`config.mk`:
```
export PLATFORM = sky130hd
export DESIGN_NAME = phase_sequencer_flat
export DESIGN_NICKNAME = d
export VERILOG_FILES = /design/src/rtl/phase_sequencer_if.sv /design/src/rtl/phase_sequencer.sv /design/src/flat_wrapper.sv
export SDC_FILE = /design/constraint.sdc
export NUM_CORES = 1
export LEC_CHECK = 0
export CAP_MARGIN = 20
export CORE_MARGIN = 1
export CORE_UTILIZATION = 39
export DETAILED_ROUTE_END_ITERATION = 10
export GPL_ROUTABILITY_DRIVEN = 0
export PLACE_DENSITY = 0.78
export SLEW_MARGIN = 10
export SYNTH_ARGS = -nofsm -noshare
export SYNTH_HDL_FRONTEND = slang
export SYNTH_SLANG_ARGS = --single-unit
```
`constraint.sdc`:
```
create_clock -name clk -period 2.2 [get_ports clk]
set_clock_uncertainty 0.15 [all_clocks]
set_input_delay 0.44 -clock clk [delete_from_list [all_inputs] [get_ports clk]]
set_output_delay 0.44 -clock clk [all_outputs]
set_load 0.02 [all_outputs]
```
`src/rtl/phase_sequencer_if.sv`:
```
// Front-panel / datapath bundle for phase_sequencer: run-control inputs in,
// phase strobes and status out. The sequencer itself connects through the slave modport.
interface phase_sequencer_if #(
    parameter int ADDR_W = 16,
    parameter int CNT_W  = 16
);
    logic              exec_i;
    logic              step_i;
    logic              halt_req_i;
    logic [ADDR_W-1:0] pc_i;
    logic [ADDR_W-1:0] bp_addr_i;
    logic              bp_valid_i;
    logic [4:0]        phase_o;
    logic              pc_en_o;
    logic              running_o;
    logic              halted_o;
    logic              bp_hit_o;
    logic [CNT_W-1:0]  instr_count_o;

    modport master (
        output exec_i, step_i, halt_req_i, pc_i, bp_addr_i, bp_valid_i,
        input  phase_o, pc_en_o, running_o, halted_o, bp_hit_o, instr_count_o
    );

    modport slave (
        input  exec_i, step_i, halt_req_i, pc_i, bp_addr_i, bp_valid_i,
        output phase_o, pc_en_o, running_o, halted_o, bp_hit_o, instr_count_o
    );
endinterface

```
`src/rtl/phase_sequencer.sv`:
```
// Run/stop/step/halt sequencer issuing one-hot P1..P5 phase strobes for the CPU datapath.
// Optional PC breakpoint stop is compiled in when PHASE_SEQ_BREAKPOINT_EN is defined.
module phase_sequencer #(
    parameter int ADDR_W = 16,
    parameter int CNT_W  = 16
) (
    input  logic              clk,
    input  logic              rst_n,
    phase_sequencer_if.slave  bus
);
    typedef enum logic [1:0] {S_IDLE, S_RUN, S_DRAIN, S_STEP} state_t;

    localparam logic [4:0] P1 = 5'b00001;
    localparam logic [4:0] P4 = 5'b01000;
    localparam logic [4:0] P5 = 5'b10000;

    state_t           state_q, state_d;
    logic [4:0]       phase_q, phase_d;
    logic             pc_en_q, pc_en_d;
    logic [CNT_W-1:0] count_q, count_d;
    logic             halt_pend_q, halt_pend_d;
    logic             halted_q, halted_d;
    logic             exec_q, step_q;
    logic             armed_q;
    logic             exec_edge, step_edge;
    logic             start;
    logic             halt_now;
    logic [ADDR_W-1:0] bp_addr_w;

    assign bp_addr_w = bus.bp_addr_i;

    // armed_q masks the first clock after reset so a level held through reset is not an edge.
    assign exec_edge = armed_q & bus.exec_i & ~exec_q;
    assign step_edge = armed_q & bus.step_i & ~step_q;

`ifdef PHASE_SEQ_BREAKPOINT_EN
    logic bp_hit_q, bp_hit_d;
    logic first_q, first_d;
    logic bp_match;
    assign bp_match = bus.bp_valid_i && (bus.pc_i == bp_addr_w);
`else
    logic unused_bp;
    assign unused_bp = ^{bp_addr_w, bus.pc_i, bus.bp_valid_i};
`endif

    always_comb begin
        state_d     = state_q;
        phase_d     = phase_q;
        pc_en_d     = 1'b0;
        count_d     = count_q;
        halt_pend_d = halt_pend_q;
        halted_d    = halted_q;
        start       = 1'b0;
        halt_now    = 1'b0;
`ifdef PHASE_SEQ_BREAKPOINT_EN
        bp_hit_d    = bp_hit_q;
        first_d     = first_q;
`endif
        case (state_q)
            S_IDLE: begin
                phase_d     = '0;
                halt_pend_d = 1'b0;
                if (exec_edge) begin
                    state_d = S_RUN;
                    start   = 1'b1;
                end else if (step_edge) begin
                    state_d = S_STEP;
                    start   = 1'b1;
                end
                if (start) begin
                    phase_d  = P1;
                    halted_d = 1'b0;
`ifdef PHASE_SEQ_BREAKPOINT_EN
                    bp_hit_d = 1'b0;
                    first_d  = 1'b1;
`endif
                end
            end
            default: begin
                if ((phase_q[4:1] != 4'b0000) && bus.halt_req_i)
                    halt_pend_d = 1'b1;
                if (state_q == S_RUN && exec_edge)
                    state_d = S_DRAIN;
                if (phase_q == P5) begin
                    // HALT first seen in P5 still stops, but the P5 pc_en is already out.
                    halt_now    = halt_pend_q | bus.halt_req_i;
                    halt_pend_d = 1'b0;
                    if (halt_now) begin
                        state_d  = S_IDLE;
                        phase_d  = '0;
                        halted_d = 1'b1;
                    end else if (state_q != S_RUN || exec_edge) begin
                        state_d = S_IDLE;
                        phase_d = '0;
                    end else begin
                        phase_d = P1;
                    end
                end else begin
                    phase_d = phase_q << 1;
                    if (phase_q == P4) begin
                        count_d = count_q + CNT_W'(1);
                        pc_en_d = ~(halt_pend_q | bus.halt_req_i);
                    end
                end
`ifdef PHASE_SEQ_BREAKPOINT_EN
                if (phase_q == P1) begin
                    first_d = 1'b0;
                    if (!first_q && state_q != S_STEP && bp_match) begin
                        state_d     = S_IDLE;
                        phase_d     = '0;
                        halt_pend_d = 1'b0;
                        bp_hit_d    = 1'b1;
                    end
                end
`endif
            end
        endcase
    end

    always_ff @(posedge clk or negedge rst_n) begin
        if (!rst_n) begin
            state_q     <= S_IDLE;
            phase_q     <= '0;
            pc_en_q     <= 1'b0;
            count_q     <= '0;
            halt_pend_q <= 1'b0;
            halted_q    <= 1'b0;
            exec_q      <= 1'b0;
            step_q      <= 1'b0;
            armed_q     <= 1'b0;
`ifdef PHASE_SEQ_BREAKPOINT_EN
            bp_hit_q    <= 1'b0;
            first_q     <= 1'b0;
`endif
        end else begin
            state_q     <= state_d;
            phase_q     <= phase_d;
            pc_en_q     <= pc_en_d;
            count_q     <= count_d;
            halt_pend_q <= halt_pend_d;
            halted_q    <= halted_d;
            exec_q      <= bus.exec_i;
            step_q      <= bus.step_i;
            armed_q     <= 1'b1;
`ifdef PHASE_SEQ_BREAKPOINT_EN
            bp_hit_q    <= bp_hit_d;
            first_q     <= first_d;
`endif
        end
    end

    assign bus.phase_o       = phase_q;
    assign bus.pc_en_o       = pc_en_q;
    assign bus.running_o     = (state_q != S_IDLE);
    assign bus.halted_o      = halted_q;
    assign bus.instr_count_o = count_q;
`ifdef PHASE_SEQ_BREAKPOINT_EN
    assign bus.bp_hit_o      = bp_hit_q;
`else
    assign bus.bp_hit_o      = 1'b0;
`endif
endmodule

```
`src/flat_wrapper.sv`:
```
// flat-port wrapper written by rule: the top's interface ports become plain ports
module phase_sequencer_flat 
#(
    parameter int ADDR_W = 16,
    parameter int CNT_W  = 16
)
  (clk, rst_n, bus_exec_i, bus_step_i, bus_halt_req_i, bus_pc_i, bus_bp_addr_i, bus_bp_valid_i, bus_phase_o, bus_pc_en_o, bus_running_o, bus_halted_o, bus_bp_hit_o, bus_instr_count_o);
  phase_sequencer_if #(.ADDR_W(ADDR_W), .CNT_W(CNT_W)) bus_i ();
  input  logic clk;
  input  logic rst_n;
  input wire logic [$bits(bus_i.exec_i)-1:0] bus_exec_i;
  input wire logic [$bits(bus_i.step_i)-1:0] bus_step_i;
  input wire logic [$bits(bus_i.halt_req_i)-1:0] bus_halt_req_i;
  input wire logic [$bits(bus_i.pc_i)-1:0] bus_pc_i;
  input wire logic [$bits(bus_i.bp_addr_i)-1:0] bus_bp_addr_i;
  input wire logic [$bits(bus_i.bp_valid_i)-1:0] bus_bp_valid_i;
  output wire logic [$bits(bus_i.phase_o)-1:0] bus_phase_o;
  output wire logic [$bits(bus_i.pc_en_o)-1:0] bus_pc_en_o;
  output wire logic [$bits(bus_i.running_o)-1:0] bus_running_o;
  output wire logic [$bits(bus_i.halted_o)-1:0] bus_halted_o;
  output wire logic [$bits(bus_i.bp_hit_o)-1:0] bus_bp_hit_o;
  output wire logic [$bits(bus_i.instr_count_o)-1:0] bus_instr_count_o;
  assign bus_i.exec_i = bus_exec_i;
  assign bus_i.step_i = bus_step_i;
  assign bus_i.halt_req_i = bus_halt_req_i;
  assign bus_i.pc_i = bus_pc_i;
  assign bus_i.bp_addr_i = bus_bp_addr_i;
  assign bus_i.bp_valid_i = bus_bp_valid_i;
  assign bus_phase_o = bus_i.phase_o;
  assign bus_pc_en_o = bus_i.pc_en_o;
  assign bus_running_o = bus_i.running_o;
  assign bus_halted_o = bus_i.halted_o;
  assign bus_bp_hit_o = bus_i.bp_hit_o;
  assign bus_instr_count_o = bus_i.instr_count_o;
  phase_sequencer #(.ADDR_W(ADDR_W), .CNT_W(CNT_W)) u_core (.clk(clk), .rst_n(rst_n), .bus(bus_i));
endmodule
```
# After elaboration in Yosys (flattened, before gate mapping)
# Cells that the tools add are included.
# Widths: inputs -> output; s select.
[totals]
ff_bits = 29
latch_bits = 0
mem_bits_rw = 0
romBits = 0
in_bits = 38
mem_count = 0
[classes]
add_sub_neg = 1
n_mul = 0
n_div = 0
magnitude_cmp = 0
n_eq_ne = 6
shifts = 0
n_mux = 25
n_bitwise = 10
reduce_logical = 11
[op_table]
columns = ["cell", "n"]
rows = [
  ["$add 16x1->16 const B", 1],
  ["$mux 1", 15],
  ["$mux 5", 3],
  ["$mux 2", 7],
  ["$reduce_and 3->1", 2],
  ["$reduce_bool 2->1", 3],
  ["$eq 5x4->1 const B", 1],
  ["$eq 5x5->1 const B", 1],
  ["$not 1->1", 5],
  ["$and 1x1->1", 4],
  ["$reduce_bool 4->1", 1],
  ["$ne 3x1->1 const B", 1],
  ["$reduce_bool 3->1", 1],
  ["$eq 2x1->1 const B", 1],
  ["$logic_and 1x1->1", 2],
  ["$logic_not 2->1", 1],
  ["$ne 2x1->1 const B", 1],
  ["$ne 2x2->1 const B", 1],
  ["$logic_or 1x1->1", 1],
  ["$or 1x1->1", 1],
]

# Longest topological paths before layout
[depth]
depth_word = 8
depth_mapped = 5
mapped_depth_nobuf = 4

# Worst setup path before layout
# Ideal clock, no wire load.
[synth_timing]
kind = "reg-to-reg"
from = "reg u_core.phase_q[0], in the netlist u_core.bus.phase_o[0]"
to = "reg u_core.count_q[11], in the netlist u_core.bus.instr_count_o[11]"
setup_ns = 0.129
t_arrival_ns = 1.615
required_ns = 1.921
slack_ns = 0.306
path_stages_with_launch = 5
n_path_buf = 0
synth_period_minus_slack_ns = 1.894
cell_sequence = "dfrtp_1 -> or4_4 -> nor4_4 -> nand3_1 -> xnor2_1"
[synth_between]
elab_chain_len = 3
[synth_rtl]
columns = ["element", "line_no", "rtl"]
rows = [
  ["start: declaration", "phase_sequencer.sv:18", "logic [4:0] phase_q, phase_d;"],
  ["start signal: assignment", "phase_sequencer.sv:137", "phase_q <= phase_d;"],
  ["$eq 5x5->1", "phase_sequencer.sv:84", "if (phase_q == P5) begin"],
  ["$not 1->1 (no line)", "n/a", ""],
  ["$reduce_and 3->1 (no line) *", "n/a", ""],
  ["end signal: assignment", "phase_sequencer.sv:139", "count_q <= count_d;"],
  ["end: declaration", "phase_sequencer.sv:20", "logic [CNT_W-1:0] count_q, count_d;"],
]
# Mark *: on every way between the ends. The rest lies on a longest branch, timed or not.
# A chain may end at the register's enable or synchronous reset.

# Final worst setup path
[layout_timing]
from = "reg u_core.count_q[0], in the netlist u_core.bus.instr_count_o[0]"
to = "out bus_instr_count_o[0]"
[layout_rtl]
columns = ["element", "line_no", "rtl"]
rows = [
  ["end: declaration", "flat_wrapper.sv:22", "output wire logic [$bits(bus_i.instr_count_o)-1:0] bus_instr_count_o;"],
]
# No word-level cell between the ends.

==> metrics.cfg <==
[pwr]
ir_drop_mv=0.431
finalPower_mw=1.36
p_leak_nw=0.732
powerDensity_nw_per_um2=806

[floorplan]
core_area_um2=3050
fp-row-count=20
start_util_pct=40.9
dieArea_um2=3430
io_pins=63
chipHeight_um=58.6
die_x_um=58.6

[cts]
ctsHtreeMaxLevel=2
cts_tree=built
root_buffer=clkbuf_4
numCtsBuffers=5
clock_sinks=29
cts_setup_buffers=0
clk_latency_ns=0.33
cts_buffer_depth=2
clk_pin_slew_worst_paths_ns=0.10

[critical_path]
reg2reg_slack_ns=0.25
cp_top_family=buffers and inverters
r2r_cells=4
cp.required_ns=1.61
path_cells=clkdlybuf4s50_1
end_kind=primary output
r2r-start=u_core.bus.phase_o[0]$_DFF_PN0_
crit_fanout=6
arrival_ns=1.44
critPathLaunchType=register
critPathMaxStageDelay_ns=0.65
crit_path_end=bus_instr_count_o[0]
path_depth=1
slowest_stage=clkdlybuf4s50_1
crit_buf_inv=1
crit_start=u_core.bus.instr_count_o[0]$_DFFE_PN0P_
crit_type=reg2out
rr_endpoint=u_core.bus.instr_count_o[11]$_DFFE_PN0P_

[logic_synthesis]
synth_edf_count=0
ys_ff_latch=29
syn_area_um2=1250
yosysSeqAreaShare_pct=58.1
synthFlopType=dfrtp_1
async_flop_share_pct=100
syn_nets=148
yosys_warnings=0
synth.avg_cell_area_um2=11.5
synth_cell_types=29
synthCells=109

[routing]
routed_wl_um=2430
dr_wl_met2_um=1170
wl_met1_um=1090
maxUsedRoutingLayer=met4
ant_nets=0
vias_per_cell=4.90
met3_length_um=113
avgRoutedWirePerCell_um=12.7
drt_iter0_drc=23
drt_first_pass_iters=4
dr_total_vias=935
post-route-drc-count=0

[global_route]
grt_pass1_wl_um=4210
grt_max_degree=30
grt.total_usage_pct=17.2
grt_pass1_vias=907
antenna_found_initial=0
grt.overflow.total=0

[timing]
grt_setup_unrepaired=false
finalCritPeriodShare_pct=92.4
setup_viol=0
slew_violations=0
hold_viol=0
fin_tns_setup_ns=0
max_freq_ghz=0.492
period_minus_slack_ns=2.03

[job]
max-cap-violations=0

[cells_and_area]
antenna_cells=0
final_nets=185
stdcell_area_um2=1680
area_growth_pct=34.8
drive_gt1_share_pct=9.52
fin_cells=191
fin_util_pct=55.1

[worst_hold_path]
min_path_cells=1
min_from=u_core.halt_pend_q$_DFFE_PN0P_
hp-class=reg2reg

[place]
port_buffers=28
hpwl_um=1720
placedCellCount=183
placed_area_um2=1600

[outcome]
outcome=finished, final reports clean

==> metrics by stage <==
stage | hold WS [ns] | worst slack [ns]
after floorplan | -0.00559 | 0.306
after global placement | 0.296 | 0.283
after detailed placement | 0.304 | 0.279
after CTS | 0.317 | 0.161
after global routing | 0.357 | 0.107
final | 0.312 | 0.168
==> worst min-delay path by stage <==
stage                                                    to
floorplan                          u_core.armed_q$_DFF_PN0_
global placement               u_core.bus.pc_en_o$_DFF_PN0_
detailed placement             u_core.bus.pc_en_o$_DFF_PN0_
CTS                 u_core.bus.instr_count_o[2]$_DFFE_PN0P_
global route        u_core.bus.instr_count_o[2]$_DFFE_PN0P_
finish                         u_core.bus.pc_en_o$_DFF_PN0_
==> synth_stat cells (all sizes together) (3+ instances only) <==
cell   number  share of area (%)
dfrtp      29                 58
xnor2      13                9.1
nand4      10                5.0
nand3       6                2.4
a21oi       5                2.0
nand2       5                1.5
nor2        5                1.7
and2        4                2.0
inv         4                1.2
nor4        4                3.2
o21ai       4                1.6
nor2b       3                1.5
==> cell usage in the layout, fill, tap and decap left out, types with 2 or more instances in the layout <==
master | synthesis | final
clkbuf_4 | 0 | 5
nand3_1 | 6 | 6
inv_1 | 4 | 4
nor2b_1 | 3 | 3
a21oi_1 | 5 | 5
nor2_1 | 4 | 4
xor2_1 | 2 | 2
nand4_1 | 10 | 10
clkdlybuf4s50_1 | 0 | 27
nor4_1 | 3 | 3
dfrtp_1 | 29 | 29
o21ai_0 | 3 | 3
nand2_1 | 5 | 5
xnor2_1 | 13 | 13
buf_4 | 2 | 4
and2_1 | 4 | 4
conb_1 | 2 | 2
==> cell type report <==
cell class              count  area (um^2)
flip-flops and latches     29          726
fillers                   296         1370
clock inverters             1         30.0
repair buffers             32          309
multi-input cells          74          493
inverters                   4         15.0
well taps                  44         55.1
clock buffers               7         55.1
==> what timing repair did <==
action | CTS | global route
endpoints found under the setup margin | 1 | 0
hold buffers | 0 | 0
resized for setup | 1 | 0
==> cells by family after synthesis <==
| logic type | count (synthesis) | synth area share [%] |
|---|---|---|
| other | 2 | 0.601 |
| buffers and inverters | 6 | 2.40 |
| AO/OA/AOI/OAI | 11 | 4.91 |
| multiplexers | 1 | 0.902 |
| adder cells (fa/ha/maj) | 1 | 1.00 |
| flip-flops | 29 | 58.1 |
| AND/OR/NAND/NOR | 44 | 21.5 |
| XOR/XNOR | 15 | 10.5 |
==> registers in the layout, summed over array words and instances (netlist names) <==
signal and flops:
u_core.step_q 1, u_core.bus.phase_o 5, u_core.armed_q 1, u_core.state_q 2, u_core.bus.instr_count_o 16, u_core.bus.pc_en_o 1, u_core.exec_q 1, u_core.halt_pend_q 1
u_core.bus.halted_o 1
==> power by group <==
| part | switching, mW | internal (mW) | leakage [nW] |
|---|---|---|---|
| clock | 0.184 | 0.271 | 0.0455 |
| combinational | 0.130 | 0.115 | 0.300 |
| sequential | 0.0696 | 0.588 | 0.386 |
| total | 0.383 | 0.974 | 0.732 |
==> layer usage <==
layer | track usage, % | vias up
met1 | 22.5 | 443
li1 | - | 457
met4 | 11.2 | 0
met5 | 0 | -
met2 | 25.0 | 28
met3 | 4.62 | 7
Note: power is estimated with default switching activity, not from simulation.
